<file path="src/rtl/gcn_pkg.sv">
// Shared phase encoding for the GCN phase sequencer and any monitors.
package gcn_pkg;

    typedef enum logic [2:0] {
        IDLE   = 3'd0,
        TRANS  = 3'd1,
        COMB   = 3'd2,
        ARGMAX = 3'd3,
        DONE   = 3'd4
    } phase_t;

endpackage

</file>
<file path="src/rtl/gcn_wrap_counter.sv">
// Modulo-MAX up counter with synchronous clear; last flags the value MAX-1.
module gcn_wrap_counter #(
    parameter int unsigned MAX = 6,
    parameter int unsigned W   = 3
) (
    input  logic         clk,
    input  logic         reset,
    input  logic         en,
    input  logic         clr,
    output logic [W-1:0] count,
    output logic         last
);

    localparam logic [W-1:0] LAST_VAL = W'(MAX - 1);

    logic [W-1:0] count_q;
    logic [W-1:0] count_d;

    always_comb begin
        count_d = count_q;
        if (clr) begin
            count_d = '0;
        end else if (en) begin
            count_d = (count_q == LAST_VAL) ? '0 : count_q + 1'b1;
        end
    end

    always_ff @(posedge clk) begin
        if (reset) begin
            count_q <= '0;
        end else begin
            count_q <= count_d;
        end
    end

    assign count = count_q;
    assign last  = (count_q == LAST_VAL);

endmodule

</file>
<file path="src/rtl/gcn_phase_sequencer.sv">
// GCN phase controller: TRANS -> COMB edge stream -> ARGMAX row scan -> DONE.
// Optional busy-cycle counter port cycle_count when GCN_SEQ_PERF_EN is defined.
module gcn_phase_sequencer
    import gcn_pkg::*;
#(
    parameter int unsigned FEATURE_ROWS    = 6,
    parameter int unsigned COO_NUM_OF_COLS = 6,
    parameter int unsigned COO_BW          = (COO_NUM_OF_COLS > 1) ? $clog2(COO_NUM_OF_COLS) : 1,
    parameter int unsigned ROW_BW          = (FEATURE_ROWS > 1) ? $clog2(FEATURE_ROWS) : 1
) (
    input  logic              clk,
    input  logic              reset,
    input  logic              start,
    input  logic              done_trans,
    input  logic              comb_ready,
    output logic              trans_start,
    output logic [COO_BW-1:0] coo_address,
    output logic              edge_valid,
    output logic [ROW_BW-1:0] row_select,
    output logic              argmax_valid,
    output logic              busy,
    output logic [2:0]        phase,
    output logic              done
`ifdef GCN_SEQ_PERF_EN
    ,
    output logic [31:0]       cycle_count
`endif
);

    phase_t state_q, state_d;
    logic   trans_start_q, trans_start_d;
    logic   edge_valid_q, edge_valid_d;
    logic   argmax_valid_q, argmax_valid_d;
    logic   busy_q, busy_d;
    logic   done_q, done_d;

    logic   edge_adv;
    logic   coo_last;
    logic   row_last;

    assign edge_adv = edge_valid_q & comb_ready;

    always_comb begin
        state_d = state_q;
        unique case (state_q)
            IDLE:    if (start) state_d = TRANS;
            TRANS:   if (done_trans) state_d = COMB;
            COMB:    if (edge_adv && coo_last) state_d = ARGMAX;
            ARGMAX:  if (row_last) state_d = DONE;
            DONE:    if (!start) state_d = IDLE;
            default: state_d = IDLE;
        endcase

        // Outputs are decoded from the next state so they appear registered
        // in the same cycle the state register reflects the new phase.
        trans_start_d  = (state_q == IDLE) && start;
        edge_valid_d   = (state_d == COMB);
        argmax_valid_d = (state_d == ARGMAX);
        busy_d         = (state_d == TRANS) || (state_d == COMB) || (state_d == ARGMAX);
        done_d         = (state_d == DONE);
    end

    always_ff @(posedge clk) begin
        if (reset) begin
            state_q        <= IDLE;
            trans_start_q  <= 1'b0;
            edge_valid_q   <= 1'b0;
            argmax_valid_q <= 1'b0;
            busy_q         <= 1'b0;
            done_q         <= 1'b0;
        end else begin
            state_q        <= state_d;
            trans_start_q  <= trans_start_d;
            edge_valid_q   <= edge_valid_d;
            argmax_valid_q <= argmax_valid_d;
            busy_q         <= busy_d;
            done_q         <= done_d;
        end
    end

    gcn_wrap_counter #(
        .MAX (COO_NUM_OF_COLS),
        .W   (COO_BW)
    ) u_coo_cnt (
        .clk   (clk),
        .reset (reset),
        .en    (edge_adv),
        .clr   (trans_start_d),
        .count (coo_address),
        .last  (coo_last)
    );

    gcn_wrap_counter #(
        .MAX (FEATURE_ROWS),
        .W   (ROW_BW)
    ) u_row_cnt (
        .clk   (clk),
        .reset (reset),
        .en    (argmax_valid_q),
        .clr   (trans_start_d),
        .count (row_select),
        .last  (row_last)
    );

`ifdef GCN_SEQ_PERF_EN
    logic [31:0] cycle_count_q, cycle_count_d;

    always_comb begin
        cycle_count_d = cycle_count_q;
        if (trans_start_d) begin
            cycle_count_d = '0;
        end else if (busy_q && (cycle_count_q != '1)) begin
            cycle_count_d = cycle_count_q + 32'd1;
        end
    end

    always_ff @(posedge clk) begin
        if (reset) begin
            cycle_count_q <= '0;
        end else begin
            cycle_count_q <= cycle_count_d;
        end
    end

    assign cycle_count = cycle_count_q;
`endif

    assign trans_start  = trans_start_q;
    assign edge_valid   = edge_valid_q;
    assign argmax_valid = argmax_valid_q;
    assign busy         = busy_q;
    assign done         = done_q;
    assign phase        = state_q;

endmodule

</file>
<file path="config.mk">
export PLATFORM = sky130hd
export DESIGN_NAME = gcn_phase_sequencer
export DESIGN_NICKNAME = d
export VERILOG_FILES = /design/src/rtl/gcn_pkg.sv /design/src/rtl/gcn_wrap_counter.sv /design/src/rtl/gcn_phase_sequencer.sv
export SDC_FILE = /design/constraint.sdc
export NUM_CORES = 1
export LEC_CHECK = 0
export BUFFER_PORTS_ARGS = -buffer_cell sky130_fd_sc_hd__buf_4
export CORE_UTILIZATION = 45
export DETAILED_ROUTE_END_ITERATION = 10
export GPL_TIMING_DRIVEN = 0
export PLACE_DENSITY = 0.8
export SYNTH_ARGS = -nofsm -noshare
export SYNTH_HDL_FRONTEND = slang
export SYNTH_SLANG_ARGS = --single-unit
</file>
<file path="constraint.sdc">
create_clock -name clk -period 3.5 [get_ports clk]
set_input_delay 0.525 -clock clk [delete_from_list [all_inputs] [get_ports clk]]
set_output_delay 0.525 -clock clk [all_outputs]
set_load 0.1 [all_outputs]
</file>
== After elaboration in Yosys (flattened, before gate mapping) ==
Cells that the tools add are included.

* Register bits: 14
* Bits in latches: 0
* Bits of input ports: 5
* Memories kept: 0
* Memory bits (read-only): 0
* Bits in writable memories: 0

* Multiply operators: 0
* Div/mod/pow operators: 0
* Multiplexer cells: 8
* Shifts and indexed selects: 0
* Eq/ne operators: 10
* Order comparisons: 0
* Bitwise logic cells: 1
* Add/subtract/negate cells: 2
* Reductions and logical operators: 6

{| class="wikitable"
|+ Operator list
! kind !! count
|-
| $mux W3 || 7
|-
| $pmux W3 S5 || 1
|-
| $eq A3 B2 Y1 const B || 4
|-
| $eq A3 B3 Y1 const B || 4
|-
| $add A3 B1 Y3 const B || 2
|-
| $eq A3 B1 Y1 const B || 2
|-
| $logic_not A3 Y1 || 1
|-
| $logic_and A1 B1 Y1 || 2
|-
| $logic_or A1 B1 Y1 || 2
|-
| $reduce_or A2 Y1 || 1
|-
| $and A1 B1 Y1 || 1
|}

== Depth between registers and ports, before layout ==
Gate-level depths: netlist of the first run.

* Word-level depth: 7
* Gate-level depth with buffers: 4
* Depth with buffers taken out: 3

== Hierarchy ==
Synthesis of the first run repeated with hierarchy kept, for this count alone.

* Cells, all modules: 61
* Area, all modules: 601.8 um^2

{| class="wikitable"
|+ By module, submodules not included
! module !! seq. area each (um^2) !! cells an instance !! area each (um^2) !! times used
|-
| gcn_phase_sequencer || 160.2 || 33 || 316.6 || 1
|-
| gcn_wrap_counter || 60.1 || 14 || 142.6 || 2
|}

== Worst setup path before layout of the first run ==
OpenSTA, ideal clock, no wires.

* Kind: reg-to-reg
* Start: reg u_row_cnt.count_q[1], in the netlist u_row_cnt.count[1]
* End: reg edge_valid_q, in the netlist edge_valid
* Setup slack: 1.528 ns
* Clock period less this slack: 1.972 ns
* Data required time: 3.440 ns
* Stages on the path, launching flop included: 4
* Data arrival time: 1.912 ns
* Setup time: 0.060 ns
* Cell sequence: dfxtp_1 -> and4b_4 -> a2111o_1 -> and3b_1

* Cells in the longest elaborated chain, start to end: 4

{| class="wikitable"
|+ RTL lines
! what !! RTL line !! source
|-
| start: declaration || gcn_wrap_counter.sv:16 || <nowiki>logic [W-1:0] count_q;</nowiki>
|-
| start signal: assignment || gcn_wrap_counter.sv:32 || <nowiki>count_q <= count_d;</nowiki>
|-
| $eq A3 B3 Y1 || gcn_wrap_counter.sv:37 || <nowiki>assign last = (count_q == LAST_VAL);</nowiki>
|-
| $mux W3 || gcn_phase_sequencer.sv:49 || <nowiki>ARGMAX: if (row_last) state_d = DONE;</nowiki>
|-
| $pmux W3 S5 || gcn_phase_sequencer.sv:45 || <nowiki>unique case (state_q)</nowiki>
|-
| $eq A3 B2 Y1 || gcn_phase_sequencer.sv:57 || <nowiki>edge_valid_d = (state_d == COMB);</nowiki>
|-
| end signal: assignment || gcn_phase_sequencer.sv:74 || <nowiki>edge_valid_q <= edge_valid_d;</nowiki>
|-
| end: declaration || gcn_phase_sequencer.sv:32 || <nowiki>logic edge_valid_q, edge_valid_d;</nowiki>
|}

Every way passes these cells.
A chain may end at the register's enable or synchronous reset.

== Worst setup path in the final report of the first run ==
* Start: reg u_row_cnt.count_q[0], in the netlist u_row_cnt.count[0]
* End: out row_select[0]

{| class="wikitable"
|+ RTL lines
! what !! RTL line !! source
|-
| end: declaration || gcn_phase_sequencer.sv:19 || <nowiki>output logic [ROW_BW-1:0] row_select,</nowiki>
|}

No word-level cell between the ends.

==> flow_summary.yaml, run 1 <==
layout:
  final_layout_size_suffix_gt1_share_pct: 34.9
  nets: 89
  diodes: 0
  n_fill_cell: 105
  final_cell_area_um2: 778
  postLayoutCoreUtil_pct: 67.3
  area_growth_pct: 32.1
synth:
  yosysTopAreaCell: "dfxtp_1"
  synth_xor_xnor_area_share_pct: 2.97
  synth_warnings: 0
  synth-simple-area-share_pct: 25.1
  synth_area_um2: 589
  synth_fa_ha_area_share_pct: 0
  avgSynthCellArea_um2: 9.66
  ys_top_cells_by_count: "14 x dfxtp_1, 8 x a21oi_1, 6 x nor2_1"
  ys_seq_area_share_pct: 47.6
  yosys.cell_count.top_type: "dfxtp_1"
  ys_ff_latch: 14
  ys_types: 30
  synth-async-reset-ratio_pct: 0
  synth_top_family_by_area: "simple AND/OR/NAND/NOR gates"
  syn_nets: 66
  synth_area_leaders: "dfxtp_1 48%, a21oi_1 6.8%, nor2_1 3.8%"
  synthDominantCellAreaShare_pct: 47.6
  muxShareOfSynthArea_pct: 1.70
  yosys_most_used_dff: "dfxtp_1"
  synthCells: 61
  synth_edf_count: 0
  synth_compound_area_share_pct: 18.5
grt:
  grt_usage_pct: 16.8
  antenna_found_initial: 0
  grt_max_degree: 11
  grt_pass1_vias: 387
  grt_overflow: 0
  grt_pass1_wl_um: 1610
drt:
  ant_nets: 0
  first_iter_violations: 8
  drc: 0
  firstDrtPassIters: 2
  wire_per_inst_um: 11.5
  vias: 510
  viasPerCell: 5.26
  drt-total-wl_um: 1120
timing:
  drv_slew: 0
  setup_viol: 0
  whs_ns: 0.440
  rsz0062_at_grt: "false"
  fin_ws_ns: 1.92
  worstMarginPinSlew_ns: 0.315
  period_share_pct: 45.1
  slew_headroom_pct: 78.8
  max_freq_ghz: 0.634
  fin_crit_ns: 1.58
  skew_ns: 0.00468
  finalHoldViolCount: 0
  tns_ns: 0
power:
  leakagePower_nw: 0.337
  ir_drop_uv: 283
  powerDensity_nw_per_um2: 474
worst_setup_path:
  worstPathArrival_ns: 1.05
  path_cells: "buf_4"
  critical_path.n_buffers_inverters: 1
  startpoint_type: "flip-flop"
  crit_path_max_fanout: 6
  critPathCaptureType: "primary output"
  cp_slowest_cell: "dfxtp_1"
  crit_required_ns: 2.97
  path_delay_family: "flip-flops"
  max_stage_delay_ns: 0.44
  path_class: "reg -> out"
placed_design:
  place_area_um2: 742
  dp_hpwl_um: 806
  gp_congestion: 0.761
  pre_cts_ws_ns: 1.89
  portBuffers: 18
floorplan:
  coreArea_um2: 1160
  start_util_pct: 51.0
  die_x_um: 38.2
  die_y_um: 38.2
  dieArea_um2: 1460
  rows: 12
  io_pins: 19
outcome:
  status: "finished, final reports clean"
cts:
  tritoncts: "done"
  clock-sinks: 14
  postCtsSetupBuffers: 0
  holdBufCountCts: 0
  clockBufferDepth: 2
  clk-insertion-delay-late_ns: 0.28
  cts_buffers: 3
  cts_max_level: 1
  cts_root_buffer: "clkbuf_4"
  cts.clk_slew.worst_paths_ns: 0.09
  cts_resized: 0
hold_path:
  holdCritPathClass: "in -> reg"
run:
  cap_violations: 0
[sequential cells by signal, indices dropped and copies added, names as in the netlist]
name and flops:
trans_start 1, argmax_valid 1, phase 3, busy 1
edge_valid 1, u_coo_cnt.count 3, u_row_cnt.count 3, done 1
[per-layer routing]
metal | global-route usage (%) | part of all wire [%] | vias to the layer above
li1 | - | - | 264
met1 | 22.4 | 49 | 228
met2 | 22.9 | 44 | 13
met3 | 3.49 | 3.8 | 5
met4 | 13.4 | 2.9 | 0
met5 | 0 | 0 | -
[final cells by class]
class	count	area, um^2	area share, %
multi-input combinational	43	284	36.5
sequential	14	280	36.0
timing repair buffer	18	135	17.4
clock buffer	4	36.3	4.66
buffer	3	21.3	2.73
tap	14	17.5	2.25
inverter	1	3.75	0.482
[metrics by stage]
stage / std cells / total power, mW
finish: 97 / 0.369
global route: 97 / 0.379
global placement: 93 / 0.255
detailed placement: 93 / 0.256
floorplan: 61 / 0.237
CTS: 97 / 0.371
[layout by cell type, fill, tap and decap left out, types with 2 or more instances in the layout]
| master | instances |
|---|---|
| nor2_1 | 6 |
| clkbuf_4 | 3 |
| buf_2 | 2 |
| buf_4 | 18 |
| nand2_1 | 5 |
| or3b_2 | 2 |
| a21oi_1 | 8 |
| dfxtp_1 | 14 |
[worst paths after layout]
kind	startpoint	to	slack, ns	cells after the start
max	u_row_cnt.count[0]$_SDFFE_PP0P_	row_select[0]	1.92	1
max reg2reg	phase[1]$_SDFF_PP0_	u_row_cnt.count[0]$_SDFFE_PP0P_	2.02	4
min	reset	phase[2]$_SDFF_PP0_	0.44	2
min reg2reg	u_coo_cnt.count[1]$_SDFFE_PP0N_	u_coo_cnt.count[1]$_SDFFE_PP0N_	0.49	2
[cell families (layout without fill, tap and decap cells)]
kind of cell              count (synthesis)  in the layout
and+or+nand+nor                          24             24
xor gates and xnor gates                  2              2
AOI/OAI and AO/OA                        16             16
DFF                                      14             14
buffers and inverters                     4             26
muxes                                     1              1
[where the power goes]
group,switching (mW),internal [mW],leakage [nW]
sequential,0.00389,0.165,0.114
clock,0.0540,0.0633,0.0210
combinational,0.0609,0.0217,0.202
No activity file was read; power rests on OpenSTA's default activity.
==> inputs of run 2 (changes only) <==
--- a/config.mk
+++ b/config.mk
@@ -6,10 +6,10 @@
 export NUM_CORES = 1
 export LEC_CHECK = 0
 export BUFFER_PORTS_ARGS = -buffer_cell sky130_fd_sc_hd__buf_4
-export CORE_UTILIZATION = 45
+export CORE_UTILIZATION = 42
 export DETAILED_ROUTE_END_ITERATION = 10
 export GPL_TIMING_DRIVEN = 0
-export PLACE_DENSITY = 0.8
+export PLACE_DENSITY = 0.79
 export SYNTH_ARGS = -nofsm -noshare
 export SYNTH_HDL_FRONTEND = slang
 export SYNTH_SLANG_ARGS = --single-unit
==> constraint.sdc (replaced) <==
create_clock -name clk -period 1.43 [get_ports clk]
set_input_delay 0.2145 -clock clk [delete_from_list [all_inputs] [get_ports clk]]
set_output_delay 0.2145 -clock clk [all_outputs]
set_load 0.1 [all_outputs]
==> run 2 against run 1 <==
Largest power group unchanged; largest cell class is now registers; wire length increased by 7.0%; count of clock-buffer cells in the layout unchanged; critical path depth increased by 3; clock power increased by 140%; global-route usage increased by 1.2 points; register-to-register slack got worse by 1.9 ns; final area increased by 6.3%; setup slack got worse by 1.8 ns.
==> flow_summary.yaml, run 2 (synthesis gave the netlist of run 1 again) <==
power:
  powerDensity_nw_per_um2: 1090
  leakagePower_nw: 0.347
  ir_drop_uv: 734
timing:
  worstMarginPinSlew_ns: 0.334
  skew_ns: 0.00816
  tns_ns: 0
  drv_slew: 0
  fin_crit_ns: 1.34
  slew_headroom_pct: 77.8
  finalHoldViolCount: 0
  max_freq_ghz: 0.748
  period_share_pct: 93.5
  rsz0062_at_grt: "false"
  setup_viol: 0
floorplan:
  die_x_um: 39.5
  rows: 13
  coreArea_um2: 1300
  start_util_pct: 45.3
  io_pins: 19
  die_y_um: 39.5
  dieArea_um2: 1560
layout:
  final_layout_size_suffix_gt1_share_pct: 48.2
  diodes: 0
  n_fill_cell: 117
  nets: 89
  layout.cells.most_common_list: "18 x buf_4, 8 x a21oi_1, 7 x dfxtp_4, 6 x nor2_1, 5 x nand2_1"
  final_common_cell: "buf_4"
  postLayoutCoreUtil_pct: 63.6
  area_growth_pct: 40.3
worst_setup_path:
  worstPathArrival_ns: 1.56
  path_class: "reg -> reg"
  path_cells: "buf_6 > and4b_4 > a2111o_1 > and3b_1"
  crit_path_max_fanout: 10
  max_stage_delay_ns: 0.39
  crit_required_ns: 1.65
  startpoint_type: "flip-flop"
  cp_slowest_cell: "a2111o_1"
  critPathCaptureType: "flip-flop"
run:
  cap_violations: 0
hold_path:
  holdCritPathClass: "in -> reg"
drt:
  drt-total-wl_um: 1200
  viasPerCell: 5.43
  firstDrtPassIters: 5
  ant_nets: 0
  first_iter_violations: 3
  vias: 532
  drc: 0
  wire_per_inst_um: 12.2
grt:
  grt_overflow: 0
  grt_max_degree: 11
  antenna_found_initial: 0
  grt_usage_pct: 18.0
  grt_pass1_wl_um: 1790
  grt_pass1_vias: 433
outcome:
  status: "finished, final reports clean"
cts:
  cts_resized: 0
  holdBufCountCts: 0
  tritoncts: "done"
  clock-sinks: 14
  clk-insertion-delay-late_ns: 0.28
  clockBufferDepth: 2
  cts_root_buffer: "clkbuf_4"
  cts_max_level: 1
  cts.clk_slew.worst_paths_ns: 0.09
  cts_buffers: 3
  postCtsSetupBuffers: 0
placed_design:
  portBuffers: 18
  dp_hpwl_um: 847
  gp_congestion: 0.761
-- run 2: worst paths after layout --
path / startpoint / end / slack, ns / cells past startpoint
setup / recovery: phase[0]$_SDFF_PP0_ / edge_valid$_SDFF_PP0_ / 0.09 / 4
setup reg to reg: phase[0]$_SDFF_PP0_ / edge_valid$_SDFF_PP0_ / 0.09 / 4
hold / removal: reset / phase[0]$_SDFF_PP0_ / 0.14 / 2
hold reg to reg: u_coo_cnt.count[1]$_SDFFE_PP0N_ / u_coo_cnt.count[1]$_SDFFE_PP0N_ / 0.49 / 2
-- run 2: report_power, final --
part           internal [mW]  switching (mW)  total (mW)  leakage (nW)
Clock                  0.155           0.128       0.283        0.0210
Combinational         0.0602           0.151       0.212         0.204
Sequential             0.397         0.00981       0.407         0.121
Total                  0.612           0.290       0.902         0.347
-- run 2: cell type report --
type | count | area (um^2) | area share, %
buffer | 3 | 27.5 | 3.33
clock buffer | 4 | 36.3 | 4.39
inverter | 1 | 3.75 | 0.454
multi-input combinational | 43 | 294 | 35.6
sequential | 14 | 312 | 37.7
tap | 15 | 18.8 | 2.27
timing repair buffer | 18 | 135 | 16.3
-- run 2: metrics by stage --
stage | hold slack [ns] | power [mW] | setup slack [ns] | cells | instance area, um^2
after floorplan | 0.274 | 0.582 | 0.00500 | 61 | 637
after global placement | 0.427 | 0.625 | 0.122 | 94 | 791
after detailed placement | 0.430 | 0.628 | 0.131 | 94 | 791
after CTS | 0.131 | 0.909 | 0.0908 | 98 | 827
after global routing | 0.131 | 0.940 | 0.0462 | 98 | 827
final | 0.136 | 0.902 | 0.0925 | 98 | 827
-- run 2: layer usage --
layer	wire length [um]	track usage, %
met5	0	0
met4	25	10.3
met3	46	5.11
met2	564	29.1
met1	559	20.8
-- run 2: worst max-delay path: cells and delay by family (launching register included) --
| kind | cells | cell delay [ns] |
|---|---|---|
| simple gates | 2 | 0.41 |
| compound gates | 1 | 0.39 |
| flops | 1 | 0.35 |
| buf+inv | 1 | 0.13 |
